<file path="src/rtl/never_match_iter.sv">
// Walks per-nibble match masks, one match beat per cycle,
// closing each search with a match-count terminator beat.
module never_match_iter #(
  parameter int WIDTH = 32,
  parameter int CNT_W = 16
) (
  input  logic                  clk,
  input  logic                  reset,
  input  logic                  in_valid,
  output logic                  in_ready,
  input  logic [WIDTH/4-1:0]    in_mask,
  input  logic                  in_zero,
  input  logic                  in_last,
  output logic                  out_valid,
  input  logic                  out_ready,
  output logic [CNT_W-1:0]      out_idx,
  output logic                  out_end
);

  localparam int NN    = WIDTH / 4;
  localparam int IDX_W = (NN > 1) ? $clog2(NN) : 1;
  localparam int WC_W  = CNT_W - IDX_W;

  typedef enum logic [1:0] {
    IDLE,
    SCAN,
    TERM
  } state_t;

  state_t            r_state, w_state;
  logic [NN-1:0]     r_pending, w_pending;
  logic              r_last, w_last;
  logic [WC_W-1:0]   r_word_cnt, w_word_cnt;
  logic [CNT_W-1:0]  r_match_cnt, w_match_cnt;
  logic [IDX_W-1:0]  w_p;
  logic [NN-1:0]     w_pend_clr;
  logic [CNT_W-1:0]  w_match_inc;

  // Priority pick of the lowest pending nibble.
  always_comb begin
    w_p = '0;
    for (int i = NN - 1; i >= 0; i--) begin
      if (r_pending[i]) w_p = i[IDX_W-1:0];
    end
  end

  assign w_pend_clr  = r_pending & (r_pending - 1'b1);
  assign w_match_inc = (&r_match_cnt) ? r_match_cnt
                                      : r_match_cnt + 1'b1;

  always_comb begin
    w_state     = r_state;
    w_pending   = r_pending;
    w_last      = r_last;
    w_word_cnt  = r_word_cnt;
    w_match_cnt = r_match_cnt;
    unique case (r_state)
      IDLE: begin
        if (in_valid) begin
          if (!in_zero) begin
            w_pending = in_mask;
            w_last    = in_last;
            w_state   = SCAN;
          end else if (!in_last) begin
            w_word_cnt = r_word_cnt + 1'b1;
          end else begin
            w_state = TERM;
          end
        end
      end
      SCAN: begin
        if (out_ready) begin
          w_pending   = w_pend_clr;
          w_match_cnt = w_match_inc;
          if (w_pend_clr == '0) begin
            if (r_last) begin
              w_state = TERM;
            end else begin
              w_state    = IDLE;
              w_word_cnt = r_word_cnt + 1'b1;
            end
          end
        end
      end
      TERM: begin
        if (out_ready) begin
          w_word_cnt  = '0;
          w_match_cnt = '0;
          w_state     = IDLE;
        end
      end
      default: w_state = IDLE;
    endcase
  end

  always_ff @(posedge clk or negedge reset) begin
    if (!reset) begin
      r_state     <= IDLE;
      r_pending   <= '0;
      r_last      <= 1'b0;
      r_word_cnt  <= '0;
      r_match_cnt <= '0;
    end else begin
      r_state     <= w_state;
      r_pending   <= w_pending;
      r_last      <= w_last;
      r_word_cnt  <= w_word_cnt;
      r_match_cnt <= w_match_cnt;
    end
  end

  assign in_ready  = (r_state == IDLE);
  assign out_valid = (r_state != IDLE);
  assign out_end   = (r_state == TERM);

  always_comb begin
    out_idx = '0;
    unique case (r_state)
      SCAN:    out_idx = {r_word_cnt, w_p};
      TERM:    out_idx = r_match_cnt;
      default: out_idx = '0;
    endcase
  end

endmodule

</file>
<file path="config.mk">
export PLATFORM = sky130hd
export DESIGN_NAME = never_match_iter
export DESIGN_NICKNAME = d
export VERILOG_FILES = /design/src/rtl/never_match_iter.sv
export SDC_FILE = /design/constraint.sdc
export NUM_CORES = 1
export LEC_CHECK = 0
export ABC_AREA = 1
export CAP_MARGIN = 15
export CORE_MARGIN = 2
export CORE_UTILIZATION = 50
export CTS_CLUSTER_DIAMETER = 60
export DETAILED_ROUTE_END_ITERATION = 7
export DONT_BUFFER_PORTS = 1
export PLACE_DENSITY_LB_ADDON = 0.05
export SLEW_MARGIN = 0
export SYNTH_ARGS = -nofsm -noshare
export SYNTH_HDL_FRONTEND = slang
export SYNTH_SLANG_ARGS = --single-unit
</file>
<file path="constraint.sdc">
create_clock -name clk -period 1.8 [get_ports clk]
set_clock_uncertainty 0.15 [all_clocks]
set_input_delay 0.27 -clock clk [delete_from_list [all_inputs] [get_ports clk]]
set_output_delay 0.27 -clock clk [all_outputs]
set_load 0.05 [all_outputs]
</file>
==> run_results.csv, run 1 <==
group,metric,value,unit
critical_path,required,1.38,ns
die,start_util,52.3,%
synthesis,syn_nets,435,
place,hpwl,5.53,mm
cts,root_buffer,"clkbuf_8",
layout,layout-drive-gt1-share,40.4,%
status,failed_checks,"negative setup slack",
synthesis,yosys_warnings,0,
pwr,leakage,1.74,nW
detailed_routing,wire_per_inst,16.4,µm
pwr,totalPowerFinal,0.00632,W
cts,cts_buffers,5,
layout,area_growth,47.7,%
place,place_congestion,0.862,
layout,nFillCells,396,
layout,multi_input_area,2100,µm²
min_path,hp-class,"input pin to register",
detailed_routing,wl,9.09,mm
timing,hold_viol_final,0,
critical_path,setup.worst_path.start_class,"register",
synthesis,ys_seq_elements,40,
cts,cts_max_level,2,
global_routing,grt_usage,27.4,%
die,ioPinCount,33,
cts,cts_sinks,40,
synthesis,synth_area,2900,µm²
timing,fin_ws,-0.259,ns
cts,clock_path_buffers,2,
layout,num_antenna_cells,0,
synthesis,synth-seq-area-share,34.5,%
synthesis,synth.avg_cell_area,6.99,µm²
detailed_routing,vias_per_cell,5.70,
timing,rsz0062_at_grt,"yes",
pwr,vdd_ir_drop_max,0.000911,V
global_routing,antenna_found_initial,0,
place,post_dp_cell_area,3550,µm²
timing,fmax,486,MHz
detailed_routing,initialDrtViolationCount,187,
timing,worst_pin_slew,0.439,ns
detailed_routing,firstDrtPassIters,4,
timing,setup_viol,47,
timing,min_period_over_period,114,%
cts,path_clk_slew,0.09,ns
flow_run,cap_violations,0,
detailed_routing,vias,3162,
critical_path,setup.worst_path.end_class,"primary output",
die,core_area,5540,µm²
min_path,min_path_cells,2,
critical_path,critical_path.max_fanout,8,
die,die-area,6420,µm²
place,io_buffer_count,0,
global_routing,overflow,0,
global_routing,grt_max_degree,41,
detailed_routing,drc,0,
timing,report.final.slew_viol_count,0,
layout,final_area,4280,µm²
die,die-height,80.1,µm
detailed_routing,ant_nets,0,
pwr,powerDensity,1480,nW/µm²
synthesis,synth_cells,415,
critical_path,critical_path_class,"register to primary output",
timing,tns,-7.73,ns
timing,relSlewSlack,70.5,%
synthesis,ys_types,37,
cts,cts_tree,"yes",
cts,insertion_delay,0.31,ns
status,status,"complete, but fails checks",
critical_path,cp_data_arrival_time,1.64,ns
die,num_rows,27,
layout,fin_nets,502,
global_routing,grt_first_pass_wirelength,13.8,mm
global_routing,grt_pass1_vias,2989,
critical_path,reg2regPathDepth,10,
layout,seq_area,1000,µm²
die,die_x,80.1,µm
timing,fin_crit,2.06,ns
==> cells in the final DEF, fill, tap and decap left out, types with 2 or more instances in the layout <==
cell	n
nand2_4	6
a21oi_2	5
nor2_2	4
o21bai_1	2
o211ai_1	2
nand3_1	37
clkbuf_8	5
o21ai_0	4
buf_6	25
dfrtp_1	40
buf_12	5
xor2_1	3
ha_1	2
a21oi_4	16
dlygate4sd3_1	6
a21oi_1	4
nor3_1	7
nand3b_1	2
o21ai_1	19
nand2_2	33
inv_1	32
o21a_1	2
clkbuf_16	4
ha_4	3
a31o_2	3
nand4_1	13
nand2_1	86
buf_4	32
nand3_2	5
nand3_4	2
or2_2	4
o21ai_2	22
nor2_4	2
inv_2	7
nor2_1	22
==> critical path, cell delays in order, from the launching register on <==
cell	delay (ns)
dfrtp_1	0.40
inv_2	0.08
ha_4	0.26
inv_1	0.10
buf_12	0.19
a21oi_4	0.13
buf_6	0.17
==> cell families (layout without fill, tap and decap cells) <==
logic type / count (synthesis) / in the layout / synth area share (%)
AOI/OAI and AO/OA: 83 / 83 / 17.4
xor gates and xnor gates: 3 / 3 / 0.907
adders and majority gates: 6 / 6 / 2.59
buffers and inverters: 55 / 123 / 8.46
DFF: 40 / 40 / 34.5
and+or+nand+nor: 228 / 228 / 36.1
==> registers in the layout, indices dropped and copies added (netlist names) <==
name,cells
r_pending,8
r_word_cnt,13
r_last,1
r_match_cnt,16
r_state,2
==> worst paths after layout <==
| check | from | slack (ns) | end |
|---|---|---|---|
| hold reg to reg | r_word_cnt[12] | 0.40 | r_word_cnt[12] |
| hold / removal | in_mask[0] | 0.007 | r_pending[0] |
| min in group asynchronous | reset | 0.27 | r_pending[7] |
| setup / recovery | r_state[0] | -0.26 | out_idx[4] |
| setup reg to reg | r_state[1] | -0.17 | r_match_cnt[15] |
| max in group asynchronous | reset | 1.02 | r_match_cnt[13] |
==> cells in the mapped netlist, drive strengths merged <==
cell	n	area [µm²]
nor4	1	21.3
nand3	44	225
inv	40	150
o22ai	1	6.26
nand3b	2	15.0
xor2	3	26.3
o211ai	3	27.5
a21oi	25	125
o21ai	45	274
a31o	3	26.3
nand4	13	81.3
nor3	8	40.0
o31ai	1	7.51
buf	7	65.1
clkbuf	8	30.0
nand2	125	499
or2	5	31.3
dfrtp	40	1000
ha	6	75.1
o21bai	2	15.0
a21o	1	7.51
nor2	28	120
nor2b	1	6.26
o21a	2	15.0
nor3b	1	7.51
==> metrics by stage <==
step | worst slack (ns) | utilization [%] | hold slack [ns] | cells
5_1_grt | -0.297 | 77.3 | 0.0278 | 555
2_1_floorplan | -0.166 | - | -0.176 | 415
3_3_place_gp | -0.0286 | 64.2 | -0.175 | 523
4_1_cts | -0.243 | 70.1 | 0.00967 | 542
6_report | -0.259 | 77.3 | 0.00703 | 555
3_5_place_dp | -0.0688 | 64.2 | -0.175 | 523
==> cell type report <==
type                    count  share of cell area [%]
clock buffers               6                    1.69
inverters                  40                    3.59
flip-flops and latches     40                    23.4
well taps                  72                    2.10
multi-input cells         320                    49.0
repair buffers             75                    19.4
clock inverters             2                   0.818
==> repair_timing <==
item                                   4_1_cts  5_1_grt
gates resized for setup                     33       70
setup buffers                                2        8
endpoints found under the hold margin       45        0
gates cloned                                 2        5
pin swaps                                    3       15
hold buffers                                 7        0
setup endpoints to repair                   48       56
==> layer usage <==
| metal | track usage (%) | part of all wire (%) |
|---|---|---|
| met1 | 33.7 | 40 |
| met2 | 47.7 | 50 |
| met3 | 6.18 | 7.3 |
| met4 | 8.64 | 2.4 |
| met5 | 0 | 0 |
==> power by group <==
group,internal [W],switching (W)
Clock,0.000412,0.000344
Sequential,0.00116,0.000321
Combinational,0.00176,0.00232
Total,0.00334,0.00298
Power figures use the tool's default switching activity.
==> run 2, diff against run 1 <==
Settings changed: CORE_UTILIZATION 50 to 35, RECOVER_POWER set to 25.
==> run 2 against run 1 <==
  * The flow still finishes with violations (negative setup slack)
  * Global-route usage fell by 7.3 points
  * Non-clock buffer count is 12 higher
  * Register-to-register slack barely moved
  * Critical path depth shrank 1
  * Largest cell class unchanged
  * Combinational power increased by 6.6%
  * Via count fell by 2.8%
  * First-iteration DRC count down 45%
  * Largest power group unchanged
  * Setup slack improved by 0.018 ns
  * Maximum frequency up 0.86%
  * Flip-flop and latch count did not move
  * Utilization decreased by 23 points
  * Critical endpoint is now out_idx[1]
  * Final area grew 2.9%
==> run_results.csv, run 2 (synthesized netlist as in run 1, its figures left out) <==
group,metric,value,unit
critical_path,cp_data_arrival_time,1.62,ns
cts,path_clk_slew,0.09,ns
layout,seq_area,1000,µm²
critical_path,critical_path.max_fanout,3,
critical_path,r2r_start,"r_state[0]",
detailed_routing,vias,3075,
cts,cts_sinks,40,
global_routing,antenna_found_initial,0,
detailed_routing,ant_nets,0,
global_routing,grt_pass1_vias,2927,
pwr,leakage,1.82,nW
layout,num_antenna_cells,0,
place,post_dp_cell_area,3650,µm²
critical_path,setup.worst_path.end_class,"primary output",
layout,largest_reg_flops,16,
die,die-height,95.0,µm
cts,root_buffer,"clkbuf_8",
critical_path,r2r_end,"r_word_cnt[9]",
detailed_routing,drc,0,
die,core_area,8130,µm²
global_routing,grt_max_degree,41,
pwr,vdd_ir_drop_max,0.000594,V
detailed_routing,wl,9.20,mm
global_routing,grt_usage,20.1,%
pwr,powerDensity,1480,nW/µm²
global_routing,grt_first_pass_wirelength,14.2,mm
layout,nFillCells,773,
place,place_congestion,0.951,
place,post-place-ws,-0.0787,ns
die,die-area,9030,µm²
critical_path,cpPeakStageDelay,0.40,ns
timing,fmax,490,MHz
timing,fin_crit,2.04,ns
min_path,min_from,"in_mask[1]",
cts,cts_max_level,2,
die,num_rows,33,
critical_path,setup.worst_path.start_class,"register",
cts,clock_path_buffers,2,
global_routing,overflow,0,
critical_path,r2r_setup_slack,-0.16,ns
critical_path,cpMaxStageDelayCell,"dfrtp_1",
critical_path,critPathTopFamily,"compound AO/OA/AOI/OAI gates",
critical_path,crit_chain,"buf_4, o31ai_2, nand3_1, a21oi_4, buf_6",
timing,fin_ws,-0.242,ns
pwr,totalPowerFinal,0.00653,W
status,status,"complete, but fails checks",
critical_path,reg2regPathDepth,10,
die,die_x,95.0,µm
critical_path,cp_num_buf_inv,2,
place,io_buffer_count,0,
cts,insertion_delay,0.30,ns
die,start_util,35.6,%
layout,area_growth,52.0,%
timing,tns,-5.87,ns
detailed_routing,firstDrtPassIters,4,
timing,min_period_over_period,113,%
flow_run,cap_violations,0,
layout,reg.largest.list,"r_match_cnt: 16 flops, r_word_cnt: 13 flops, r_pending: 8 flops",
cts,cts_buffers,5,
place,hpwl,6.33,mm
timing,hold_viol_final,0,
layout,final_common_cell,"nand2_1",
timing,holdWs,0.00829,ns
critical_path,critical_path_class,"register to primary output",
timing,worst_pin_slew,1.12,ns
detailed_routing,vias_per_cell,5.13,
min_path,min_path_cells,2,
cts,cts_tree,"yes",
detailed_routing,wire_per_inst,15.3,µm
die,ioPinCount,33,
min_path,hp-class,"input pin to register",
layout,final_area,4410,µm²
status,failed_checks,"negative setup slack",
timing,setup_viol,54,
layout,layout-drive-gt1-share,41.0,%
layout,top_register,"r_match_cnt",
layout,fin_nets,514,
critical_path,required,1.38,ns
layout,multi_input_area,2080,µm²
min_path,holdPathEnd,"r_pending[1]",
timing,rsz0062_at_grt,"yes",
detailed_routing,initialDrtViolationCount,103,
timing,relSlewSlack,25.5,%
timing,report.final.slew_viol_count,0,
layout,final_cell_mix,"89 x nand2_1, 39 x dfrtp_1, 38 x nand3_1",
==> run 2: cell types whose count changed in the layout (fill, tap and decap cells not counted), sizes merged <==
cell	previous run	this run
buf	65	79
bufinv	1	0
clkinv	1	0
==> run 2: area by class of cell <==
type,count,area share (%)
Multi-Input combinational cell,320,47.1
Inverter,40,3.66
Timing Repair Buffer,87,21.4
Tap cell,105,2.98
Clock buffer,8,2.04
Sequential cell,40,22.7
==> run 2: layer usage <==
metal  share of wire [%]  GRT usage (%)
met4                 1.7           4.95
met1                  46           26.0
met5                   0              0
met3                 3.6           3.08
met2                  48           35.3
==> run 2: metrics by stage <==
| stage | utilization, % | std cells |
|---|---|---|
| CTS | 50.2 | 587 |
| detailed placement | 44.9 | 562 |
| global route | 54.2 | 600 |
| global placement | 44.9 | 562 |
| floorplan | - | 415 |
| finish | 54.2 | 600 |
==> run 2: how the worst max path moves through the flow <==
stage | start | end | slack [ns] | cells after the start
2_1_floorplan | r_state[1] | out_idx[0] | -0.17 | 6
3_3_place_gp | r_state[1] | out_idx[6] | -0.03 | 6
3_5_place_dp | r_state[1] | out_idx[6] | -0.08 | 6
4_1_cts | r_state[0] | out_idx[9] | -0.22 | 6
5_1_grt | r_pending[6] | out_idx[0] | -0.28 | 6
6_report | r_pending[5] | out_idx[1] | -0.24 | 5
==> run 2: where the power goes <==
part           total [W]  switching, W  internal [W]  leakage [nW]
sequential       0.00151      0.000344       0.00116         0.530
clock           0.000674      0.000360      0.000314        0.0455
combinational    0.00435       0.00236       0.00199          1.25
total            0.00653       0.00306       0.00347          1.82
==> run 2: timing repair <==
action / in CTS / in global routing
hold buffers: 7 / 0
setup buffers: 8 / 11
hold endpoints to repair: 45 / 0
pin swaps: 4 / 13
setup endpoints to repair: 36 / 56
gates resized for setup: 44 / 80
cloned: 2 / 2
